## src/rtl/word_executor.sv

```systemverilog
// Word executor: fetches 12-bit control words from a program sequencer and
// drives the channel enables for a coded number of duration ticks per word.
module word_executor #(
    parameter int TICK_DIV  = 1000,
    parameter int SETTLE    = 2,
    parameter int MAX_STEPS = 16
) (
    input  logic        clk,
    input  logic        rst,
    input  logic        start,
    input  logic        abort,
    input  logic [11:0] data,
    output logic        go,
    output logic [3:0]  chan,
    output logic        busy,
    output logic        done,
    output logic        err,
    output logic [4:0]  step,
    output logic [2:0]  fsm_state
);

    localparam int PW = (TICK_DIV > 1) ? $clog2(TICK_DIV) : 1;
    localparam int SW = $clog2(SETTLE + 1);
    localparam logic [PW-1:0] PRE_LAST    = PW'(TICK_DIV - 1);
    localparam logic [SW-1:0] SETTLE_INIT = SW'(SETTLE);
    localparam logic [SW-1:0] SETTLE_ONE  = SW'(1);
    localparam logic [4:0]    STEP_MAX    = 5'(MAX_STEPS);

    typedef enum logic [2:0] {
        S_IDLE   = 3'd0,
        S_REQ    = 3'd1,
        S_SETTLE = 3'd2,
        S_LOAD   = 3'd3,
        S_HOLD   = 3'd4
    } state_t;

    state_t          state;
    logic [SW-1:0]   settle_cnt;
    logic [PW-1:0]   pre_cnt;
    logic [4:0]      tick_cnt;
    logic            unused_bits;

    // Word bits [3:1] carry no meaning for this block.
    assign unused_bits = ^data[3:1];
    assign fsm_state   = 3'(state);

    always_ff @(posedge clk or negedge rst) begin
        if (!rst) begin
            state      <= S_IDLE;
            go         <= 1'b0;
            chan       <= 4'd0;
            busy       <= 1'b0;
            done       <= 1'b0;
            err        <= 1'b0;
            step       <= 5'd0;
            settle_cnt <= '0;
            pre_cnt    <= '0;
            tick_cnt   <= 5'd0;
        end else begin
            go   <= 1'b0;
            done <= 1'b0;
            if (abort && state != S_IDLE) begin
                state      <= S_IDLE;
                chan       <= 4'd0;
                busy       <= 1'b0;
                settle_cnt <= '0;
                pre_cnt    <= '0;
                tick_cnt   <= 5'd0;
            end else begin
                case (state)
                    S_IDLE: begin
                        if (start && !abort) begin
                            state <= S_REQ;
                            go    <= 1'b1;
                            busy  <= 1'b1;
                            step  <= 5'd0;
                            err   <= 1'b0;
                        end
                    end
                    S_REQ: begin
                        state      <= S_SETTLE;
                        settle_cnt <= SETTLE_INIT;
                    end
                    S_SETTLE: begin
                        if (settle_cnt == SETTLE_ONE) begin
                            state <= S_LOAD;
                        end else begin
                            settle_cnt <= settle_cnt - SETTLE_ONE;
                        end
                    end
                    S_LOAD: begin
                        if (data[0]) begin
                            state <= S_IDLE;
                            chan  <= 4'd0;
                            done  <= 1'b1;
                            busy  <= 1'b0;
                        end else begin
                            state    <= S_HOLD;
                            chan     <= data[11:8];
                            tick_cnt <= {1'b0, data[7:4]} + 5'd1;
                            pre_cnt  <= '0;
                            step     <= step + 5'd1;
                        end
                    end
                    S_HOLD: begin
                        // The tick counter is loaded with code+1, so the word
                        // ends on the prescaler wrap that sees it at one.
                        if (pre_cnt == PRE_LAST) begin
                            pre_cnt <= '0;
                            if (tick_cnt == 5'd1) begin
                                tick_cnt <= 5'd0;
                                if (step >= STEP_MAX) begin
                                    state <= S_IDLE;
                                    err   <= 1'b1;
                                    chan  <= 4'd0;
                                    busy  <= 1'b0;
                                end else begin
                                    state <= S_REQ;
                                    go    <= 1'b1;
                                end
                            end else begin
                                tick_cnt <= tick_cnt - 5'd1;
                            end
                        end else begin
                            pre_cnt <= pre_cnt + PW'(1);
                        end
                    end
                    default: begin
                        state <= S_IDLE;
                        busy  <= 1'b0;
                        chan  <= 4'd0;
                    end
                endcase
            end
        end
    end

endmodule
```

## config.mk

```make
export PLATFORM = sky130hd
export DESIGN_NAME = word_executor
export DESIGN_NICKNAME = d
export VERILOG_FILES = /design/src/rtl/word_executor.sv
export SDC_FILE = /design/constraint.sdc
export NUM_CORES = 1
export LEC_CHECK = 0
export BUFFER_PORTS_ARGS = -buffer_cell sky130_fd_sc_hd__clkbuf_2
export CORE_UTILIZATION = 45
export DETAILED_ROUTE_END_ITERATION = 7
export PLACE_DENSITY = 0.72
export SLEW_MARGIN = 0
export SYNTH_ARGS = -nofsm -noshare
export SYNTH_HDL_FRONTEND = slang
export SYNTH_SLANG_ARGS = --single-unit
```

## constraint.sdc

```tcl
create_clock -name clk -period 3.7 [get_ports clk]
set_clock_uncertainty 0.1 [all_clocks]
set_input_delay 0.74 -clock clk [delete_from_list [all_inputs] [get_ports clk]]
set_output_delay 0.74 -clock clk [all_outputs]
set_load 0.005 [all_outputs]
```

==> out/summary.txt, run 1 <==
Drc violations: 0
Initial DRT Pass Iterations: 4
Top-area cell type share of the netlist area: 42.6%
Status: finished, final reports clean
Total net switching power: 0.496 mW
Max-slew violation count: 0
Register-to-Register Setup Slack: 1.25 ns
Cell total after placement: 267
Most instantiated flip-flop cell in the synthesis netlist: dfrtp_1
Maximum fanout encountered on the critical timing path: 21
Sw Share: 38.8%
Final number of setup-violating endpoints: 0
Number of rows in the core area: 23
Power Internal: 0.783 mW
Final Routed Wirelength: 4.03 mm
Cells taking the most area after synthesis: dfrtp_1 (43%), ha_1 (3.9%), a22o_1 (3.6%), o21ai_0 (3.1%), nand2_1 (2.3%)
Die width: 67.7 um
Proportion of power drawn by the clock network: 20.8%
Fmax: 0.408 GHz
Reported leakage power: 0.995 nW
Antenna-violating nets left: 0
Arrival time reported for the critical path endpoint: 2.53 ns
Clock tree from TritonCTS: built
Final count of hold timing violations: 0
Actual transition at the worst max-transition pin: 0.821 ns
Multi-input logic area: 0.00103 mm^2
Hold-fix buffers at CTS: 0
DRC marker count from the first detailed-route iteration: 77
Synth Cell Area: 0.00194 mm^2
Number of buffers created by CTS: 5
Total area of sequential cells: 826 um^2
Post-CTS Repair Setup Buffers: 0
Count of flip-flops with a built-in enable after synthesis: 0
Most frequent cell after synthesis: dfrtp_1
Clock tree root driver cell: clkbuf_8
H-tree depth reported by CTS: 2
Effective utilization at floorplan: 47.8%
RSZ-0062 raised after global routing: false
CP Capture Type: flop
Cell type with the highest aggregate area in the netlist: dfrtp_1
Layout area overhead: 13.0%
Slew Limit Headroom: 45.3%
Via count of the first global-routing pass: 1470
Area of the die: 0.00458 mm^2
Hold path startpoint: chan[3]
Count of placed standard cells in the final layout, fillers left out: 275
R2R cell count: 4
Cell variety after synth: 58
FF-to-FF End: pre_cnt[4]
Cell types with the highest counts after synthesis: dfrtp_1 (33), nand2_1 (12), nor2_1 (12), o21ai_0 (12), inv_1 (11)
Number of instances in the synthesized netlist: 196
Power per cell area: 584 mW/mm^2
Maximum number of pins on one net before global-route repair: 34
Final period demand of the worst path: 2.45 ns
Area of the core: 0.00406 mm^2
Reg-to-Reg Start: fsm_state[0]
Global-route wire length before repair: 6.78 mm
Crit path kind: flop to flop
Share of final-layout standard cells stronger than drive strength 1: 21.3%
Worst hold path stage count: 1
Net count reported at finish: 246
Antenna diode count: 0
Antenna violations before repair: 0
GRT Total Usage: 20.5%
TritonCTS sink count: 33
Routed WL per cell: 14.6 um
Fill cells: 360
Via Count: 1591
Final RePlAce weighted congestion: 0.776
Data required time of the critical path: 3.78 ns
Part of the Yosys area used for sequential elements: 42.6%
Max cap viols: 0
Total I/O pin count: 32
Post-synthesis average cell area: 9.90 um^2
Vert. Die Dim: 67.7 um
Worst hold endpoint: chan[3]
Syn nets: 218
Placed wire-length estimate after detailed placement: 2.75 mm
Fin crit share: 66.3%
Warning count from the yosys run: 0
Ratio of routed vias to standard cells: 5.79
Remaining Overflow, GRT: 0
Number of buffers between clock root and the deepest sink: 2
Clk slew on worst S/H paths: 0.07 ns
Setup Total Neg Slack: 0 ns
Worst ir drop on vdd: 0.320 mV
Sequential fraction of design power: 42.1%
Number of register bits inferred by synthesis: 33
Post_cts resized: 0
Combinational power share: 37.2%
Port Buffers: 28
Hold WC Path Type: flop to flop
Clock latency reported for the late side of the worst-skew pair: 0.29 ns
Share of async-settable or async-resettable flops after synthesis: 100%
Crit start category: flop
==> layout make-up <==
class	count	area share, %
multi-input cells	144	47.1
flip-flops and latches	33	37.7
repair buffers	29	6.74
clock buffers	6	3.31
well taps	50	2.85
inverters	11	1.88
clock inverters	2	0.457
==> worst max-delay path, stage by stage, from the launching register on <==
cell      delay [ns]
dfrtp_1         0.62
or2_0           0.45
a211oi_2        0.74
nor4_1          0.12
a211o_1         0.30
==> flip-flops by register name (all words and copies together), names as in the netlist, 2 cells and up <==
| signal | cells |
|---|---|
| pre_cnt | 10 |
| step | 5 |
| tick_cnt | 5 |
| chan | 4 |
| fsm_state | 3 |
| settle_cnt | 2 |
==> per-stage QoR <==
stage	setup slack, ns	power [mW]	util [%]	hold WS [ns]	area [um^2]
after floorplan	1.62	0.905	-	0.344	1940
after global placement	1.23	1.01	52.0	0.366	2110
after detailed placement	1.23	1.02	52.0	0.385	2110
after CTS	1.26	1.29	54.0	0.404	2190
after global routing	1.07	1.37	54.0	0.427	2190
final	1.25	1.28	54.0	0.401	2190
==> cells by family after synthesis <==
family	count (synthesis)	share of synthesized area (%)
AND/OR/NAND/NOR	69	22.1
AO/OA/AOI/OAI	60	22.6
flip-flops	33	42.6
buffers and inverters	19	4.25
XOR/XNOR	6	2.71
adder cells (fa/ha/maj)	6	3.87
multiplexers	3	1.87
==> routing by layer <==
layer  routed length [um]  global-route usage (%)
met5                    0                       0
met1                 2000                    27.9
met2                 1700                    28.5
met3                  231                    6.08
met4                   93                    11.7
==> power groups by stage <==
stage | clock network, mW | registers, mW | logic [mW]
after floorplan | 0 | 0.490 | 0.415
after global placement | 0 | 0.540 | 0.468
after detailed placement | 0 | 0.543 | 0.473
after CTS | 0.272 | 0.537 | 0.477
after global routing | 0.286 | 0.553 | 0.534
final | 0.266 | 0.538 | 0.476
==> cells in the final DEF, fill, tap and decap left out, types with 2 or more instances in the layout <==
master and instances:
o22ai_1 4, nand2_1 12, dfrtp_1 33, inv_1 11, o21ai_0 12, clkbuf_2 28
a22oi_1 3, or4_1 3, and2_1 2, nand4b_1 2, nand3_1 8, nor2_1 12
nor3_1 5, a21oi_1 7, a2bb2oi_1 3, clkinv_2 2, or3_1 3, nor4_1 3
o31ai_1 3, a31oi_1 3, a21o_1 2, xnor2_1 3, a22o_1 8, clkbuf_8 5
xor2_1 3, ha_1 6, o211ai_1 5, nand2b_1 2
==> worst max path at each step <==
stage / start / endpoint / slack (ns) / depth (start not counted)
2_1_floorplan: data[0] / tick_cnt[0] / 1.62 / 5
3_3_place_gp: data[0] / pre_cnt[4] / 1.23 / 5
3_5_place_dp: data[0] / pre_cnt[4] / 1.23 / 5
4_1_cts: fsm_state[0] / pre_cnt[4] / 1.26 / 4
5_1_grt: fsm_state[0] / pre_cnt[9] / 1.07 / 4
6_report: fsm_state[0] / pre_cnt[4] / 1.25 / 4
(Power assumes the default switching activity.)
==> run 2, diff against run 1 <==
==> constraint.sdc (replaced) <==
create_clock -name clk -period 2.4 [get_ports clk]
set_clock_uncertainty 0.1 [all_clocks]
set_input_delay 0.48 -clock clk [delete_from_list [all_inputs] [get_ports clk]]
set_output_delay 0.48 -clock clk [all_outputs]
set_load 0.005 [all_outputs]
==> out/summary.txt, run 2 (synthesis gave the netlist of run 1 again) <==
Effective utilization at floorplan: 47.8% (unchanged)
R2R cell count: 6 (+2)
RSZ-0062 raised after global routing: false
Status: finished, final reports clean
Max-slew violation count: 0 (unchanged)
Via count of the first global-routing pass: 1605 (+9.2%)
Initial DRT Pass Iterations: 4 (unchanged)
Share of final-layout standard cells stronger than drive strength 1: 24.8% (+3.5 points)
Cell total after placement: 276 (+3.4%)
Die width: 67.7 um (unchanged)
Net count reported at finish: 255 (+3.7%)
Slowest CP cell: or4b_1
Number of rows in the core area: 23 (unchanged)
Power per cell area: 930 mW/mm^2 (+59%)
Crit path kind: flop to flop
Maximum fanout encountered on the critical timing path: 6 (-71%)
Port Buffers: 28 (unchanged)
Final number of setup-violating endpoints: 0 (unchanged)
TritonCTS sink count: 33 (unchanged)
Final RePlAce weighted congestion: 0.815 (+5.0%)
Top register by number of flip-flops: pre_cnt
Clock tree from TritonCTS: built
Hold WC Path Type: input pin to asynchronous set/reset pin
Placed wire-length estimate after detailed placement: 3.13 mm (+14%)
Slew Limit Headroom: 44.1% (-1.2 points)
Routed WL per cell: 15.4 um (+5.3%)
GRT Total Usage: 22.1% (+1.6 points)
Worst ir drop on vdd: 0.495 mV (+55%)
DRC marker count from the first detailed-route iteration: 121 (+57%)
Leading registers by flop count: pre_cnt (10), step (5), tick_cnt (5)
Data required time of the critical path: 2.48 ns (-1.30 ns)
Arrival time reported for the critical path endpoint: 2.26 ns (-0.27 ns)
Clock latency reported for the late side of the worst-skew pair: 0.29 ns (about the same)
Reported leakage power: 1.05 nW (+5.4%)
Fin crit share: 90.8% (+25 points)
Post_cts resized: 0 (unchanged)
Setup Total Neg Slack: 0 ns (unchanged)
Total I/O pin count: 32 (unchanged)
Crit start category: flop
Drc violations: 0 (unchanged)
Area of the die: 0.00458 mm^2 (unchanged)
Max cap viols: 0 (unchanged)
Clk slew on worst S/H paths: 0.07 ns (about the same)
Antenna violations before repair: 0 (unchanged)
Post-layout utilization of the core: 56.2% (+2.1 points)
Layout area overhead: 17.4%
H-tree depth reported by CTS: 2 (unchanged)
Fmax: 0.459 GHz (+12%)
Number of buffers between clock root and the deepest sink: 2 (unchanged)
CP Capture Type: flop
Critical path depth: 6 (+2)
Slowest Stage Delay on Critical Path: 0.52 ns (-0.22 ns)
Area of the core: 0.00406 mm^2 (unchanged)
Worst path buffer plus inverter count: 1 (+1)
Clock tree root driver cell: clkbuf_8
Via Count: 1686 (+6.0%)
Vert. Die Dim: 67.7 um (unchanged)
Final period demand of the worst path: 2.18 ns (-0.272 ns)
Top Family by Delay on Critical Path: simple AND/OR/NAND/NOR gates
Actual transition at the worst max-transition pin: 0.838 ns (+0.0177 ns)
Antenna-violating nets left: 0 (unchanged)
Flip-flop count of the largest register after layout: 10 (unchanged)
Post-CTS Repair Setup Buffers: 0 (unchanged)
Hold-fix buffers at CTS: 0 (unchanged)
Highest-count cells in the layout ignoring fill and taps: dfrtp_1 (33), clkbuf_2 (28), nor2_1 (12), o21ai_0 (12), nand2_1 (12)
Most frequent standard cell in the layout excluding fill and tap cells: dfrtp_1
Ratio of routed vias to standard cells: 5.94 (+2.6%)
Hold_ws: 0.178 ns (-0.223 ns)
Remaining Overflow, GRT: 0 (unchanged)
Global-route wire length before repair: 7.51 mm (+11%)
Number of buffers created by CTS: 5 (unchanged)
Final count of hold timing violations: 0 (unchanged)
Count of placed standard cells in the final layout, fillers left out: 284 (+3.3%)
Worst path cell trace: inv_1 -> ha_1 -> or4b_1 -> nor4_4 -> o21ai_1 -> a22o_1
Maximum number of pins on one net before global-route repair: 34 (unchanged)
Final Routed Wirelength: 4.38 mm (+8.7%)
Antenna diode count: 0 (unchanged)
[run 2: changes by cell type in the layout (fill, tap and decap cells not counted)]
cell / previous run / this run
clkinv_2: 2 / 1
clkbuf_8: 5 / 7
buf_4: 1 / 10
clkbuf_1: 1 / 0
[run 2: cell type report]
cell class                      count  area (um^2)
Fill cell                         346         1780
Sequential cell                    33          826
Inverter                           11         41.3
Timing Repair Buffer               38          215
Clock buffer                        7         96.3
Clock inverter                      1         5.00
Multi-Input combinational cell    144         1030
Tap cell                           50         62.6
[run 2: path summary, 6_finish.rpt]
kind,start,slack [ns],to
worst max-delay path,tick_cnt[1],0.22,chan[3]
worst min-delay path,rst,0.18,pre_cnt[8]
worst max register to register,tick_cnt[1],0.22,chan[3]
worst min register to register,busy,0.39,busy
max in group asynchronous,rst,1.49,chan[1]
min in group clk,data[8],0.31,chan[0]
[run 2: power by group]
group	leakage (nW)	internal (mW)	switching, mW	total [mW]
clock	0.0542	0.260	0.220	0.480
combinational	0.547	0.407	0.454	0.861
sequential	0.448	0.660	0.118	0.778
[run 2: through the flow]
stage | power [mW] | worst slack, ns | area (um^2)
3_5_place_dp | 1.65 | 0.208 | 2180
6_report | 2.12 | 0.221 | 2280
4_1_cts | 2.13 | 0.179 | 2280
5_1_grt | 2.26 | 0.0532 | 2280
2_1_floorplan | 1.40 | 0.436 | 1940
3_3_place_gp | 1.63 | 0.270 | 2180
[run 2: per-layer routing]
layer  global-route usage, %  part of all wire (%)  vias to the layer above
met5                       0                     0                        -
met4                    7.98                   1.3                        0
met3                    3.72                   5.2                        5
met2                    33.5                    45                       53
met1                    31.2                    48                      809
li1                        -                     -                      819
==> run 3, diff against run 2 <==
--- a/config.mk
+++ b/config.mk
@@ -8,7 +8,7 @@
 export BUFFER_PORTS_ARGS = -buffer_cell sky130_fd_sc_hd__clkbuf_2
 export CORE_UTILIZATION = 45
 export DETAILED_ROUTE_END_ITERATION = 7
-export PLACE_DENSITY = 0.72
+export PLACE_DENSITY = 0.75
 export SLEW_MARGIN = 0
 export SYNTH_ARGS = -nofsm -noshare
 export SYNTH_HDL_FRONTEND = slang
==> constraint.sdc (replaced) <==
create_clock -name clk -period 1.89 [get_ports clk]
set_clock_uncertainty 0.1 [all_clocks]
set_input_delay 0.378 -clock clk [delete_from_list [all_inputs] [get_ports clk]]
set_output_delay 0.378 -clock clk [all_outputs]
set_load 0.005 [all_outputs]
==> out/summary.txt, run 3 (synthesis gave the netlist of run 1 again) <==
Status: finished, violations left
Failing checks: setup timing
Final standard cell area without fillers: 0.00267 mm^2 (+17%)
Share of final-layout standard cells stronger than drive strength 1: 37.9% (+13 points)
Crit start category: flop
Highest-count cells in the layout ignoring fill and taps: buf_4 (43), dfrtp_1 (33), clkbuf_2 (28)
Final RePlAce weighted congestion: 0.853 (+4.6%)
Antenna-violating nets left: 0 (unchanged)
Clock tree from TritonCTS: built
R2R cell count: 7 (+1)
Antenna diode count: 0 (unchanged)
Total I/O pin count: 32 (unchanged)
Number of buffers between clock root and the deepest sink: 2 (unchanged)
Worst setup slack after placement: -0.216 ns (-0.424 ns)
Routed WL per cell: 15.6 um (+1.5%)
Reported leakage power: 1.25 nW (+20%)
Top routing layer in use: met4
H-tree depth reported by CTS: 2 (unchanged)
Via count of the first global-routing pass: 1735 (+8.1%)
Remaining Overflow, GRT: 0 (unchanged)
Via Count: 1849 (+9.7%)
Area of the core: 0.00406 mm^2 (unchanged)
Drc violations: 0 (unchanged)
Maximum number of pins on one net before global-route repair: 19 (-44%)
Die width: 67.7 um (unchanged)
Clk slew on worst S/H paths: 0.07 ns (about the same)
Fin crit share: 104% (+14 points)
Routed length on met1: 2.20 mm (+4.7%)
Number of buffers created by CTS: 5 (unchanged)
Worst ir drop on vdd: 0.698 mV (+41%)
Global-route wire length before repair: 8.13 mm (+8.3%)
RSZ-0062 raised after global routing: true
Actual transition at the worst max-transition pin: 0.460 ns (-0.378 ns)
Hold WC Path Type: input pin to flop
Leading registers by flop count: pre_cnt (10), step (5), tick_cnt (5)
Maximum fanout encountered on the critical timing path: 4 (-2)
Final number of setup-violating endpoints: 9 (+9)
Slowest CP cell: or4b_4
Arrival time reported for the critical path endpoint: 2.06 ns (-0.20 ns)
Max cap viols: 0 (unchanged)
TritonCTS sink count: 33 (unchanged)
Area of the die: 0.00458 mm^2 (unchanged)
Effective utilization at floorplan: 47.8% (unchanged)
Worst path cell trace: inv_2 -> ha_4 -> or4b_4 -> nor4_4 -> buf_4 -> o21ai_4 -> a22o_1
CP Capture Type: flop
Placed wire-length estimate after detailed placement: 3.42 mm (+9.2%)
Net count reported at finish: 290 (+14%)
Worst setup margin: -0.0823 ns (-0.303 ns)
Slew Limit Headroom: 69.3% (+25 points)
Crit path kind: flop to flop
Worst hold path stage count: 2
Max-slew violation count: 0 (unchanged)
Top register by number of flip-flops: pre_cnt
Clock tree root driver cell: clkbuf_8
Met3 WL post-DR: 273 um (+19%)
Final period demand of the worst path: 1.97 ns (-0.207 ns)
Layout area overhead: 37.6%
GRT Total Usage: 24.5% (+2.5 points)
Final total power: 3.31 mW (+56%)
Slowest Stage Delay on Critical Path: 0.49 ns (-0.03 ns)
Routed wire length on met2: 2.43 mm (+22%)
Final Routed Wirelength: 4.99 mm (+14%)
Ratio of routed vias to standard cells: 5.80 (-2.4%)
Antenna violations before repair: 0 (unchanged)
Flip-flop count of the largest register after layout: 10 (unchanged)
Vert. Die Dim: 67.7 um (unchanged)
Final count of hold timing violations: 0 (unchanged)
DRC marker count from the first detailed-route iteration: 109 (-9.9%)
Fill cells: 317 (-8.4%)
Post-Place Cell Area: 0.00238 mm^2 (+9.5%)
Fmax: 0.507 GHz (+11%)
Number of rows in the core area: 23 (unchanged)
Initial DRT Pass Iterations: 5 (+1)
Most frequent standard cell in the layout excluding fill and tap cells: buf_4
Data required time of the critical path: 1.97 ns (-0.51 ns)
Clock latency reported for the late side of the worst-skew pair: 0.30 ns (about the same)
Power per cell area: 1240 mW/mm^2 (+33%)
Port Buffers: 28 (unchanged)
run 3: cell types whose count changed in the layout (fill, tap and decap cells not counted), sizes merged:
cell and delta:
clkbuf -2, bufinv +2, dlygate4sd3 +1, buf +34
run 3: metal layers:
metal / vias up / GRT usage [%]
met3: 9 / 6.08
met1: 889 / 31.4
met5: - / 0
li1: 881 / -
met4: 0 / 10.6
met2: 70 / 39.0
run 3: area by class of cell:
| class | instances | area, um^2 | area share (%) |
|---|---|---|---|
| clock buffer | 5 | 68.8 | 2.58 |
| clock inverter | 3 | 65.1 | 2.44 |
| inverter | 11 | 41.3 | 1.55 |
| multi-input combinational | 144 | 1110 | 41.7 |
| tap | 50 | 62.6 | 2.34 |
| sequential | 33 | 826 | 30.9 |
| timing repair buffer | 73 | 493 | 18.5 |
run 3: power breakdown:
part | internal [mW] | switching, mW
logic | 0.775 | 0.783
clock network | 0.524 | 0.285
registers | 0.839 | 0.108
run 3: critical path, delay by kind of cell, from the launching register on:
family          cells  cell delay (ns)
compound gates      2             0.28
fa+ha+maj           1             0.12
buf+inv             2             0.28
flops               1             0.39
simple gates        2             0.69
run 3: path summary, 6_finish.rpt:
check	start	to	slack [ns]
worst max-delay path	tick_cnt[1]	chan[2]	-0.08
worst min-delay path	data[9]	chan[1]	0.21
worst max register to register	tick_cnt[1]	chan[2]	-0.08
worst min register to register	busy	busy	0.40
max in group asynchronous	rst	pre_cnt[5]	0.79
min in group asynchronous	rst	fsm_state[0]	0.45
run 3: timing repair:
item / in CTS / in global routing
gates resized for setup: 7 / 10
endpoints found under the setup margin: 12 / 19
pin swaps: 11 / 7
hold buffers: 1 / 0
endpoints found under the hold margin: 15 / 0
setup buffers: 4 / 4
run 3: through the flow:
step | utilization [%] | hold slack (ns) | setup TNS, ns | cells
floorplan | - | -0.0176 | -0.0724 | 196
global placement | 58.8 | 0.235 | -0.550 | 302
detailed placement | 58.8 | 0.242 | -1.16 | 302
CTS | 63.7 | 0.198 | -0.744 | 315
global route | 65.8 | 0.209 | -1.31 | 319
finish | 65.8 | 0.206 | -0.424 | 319
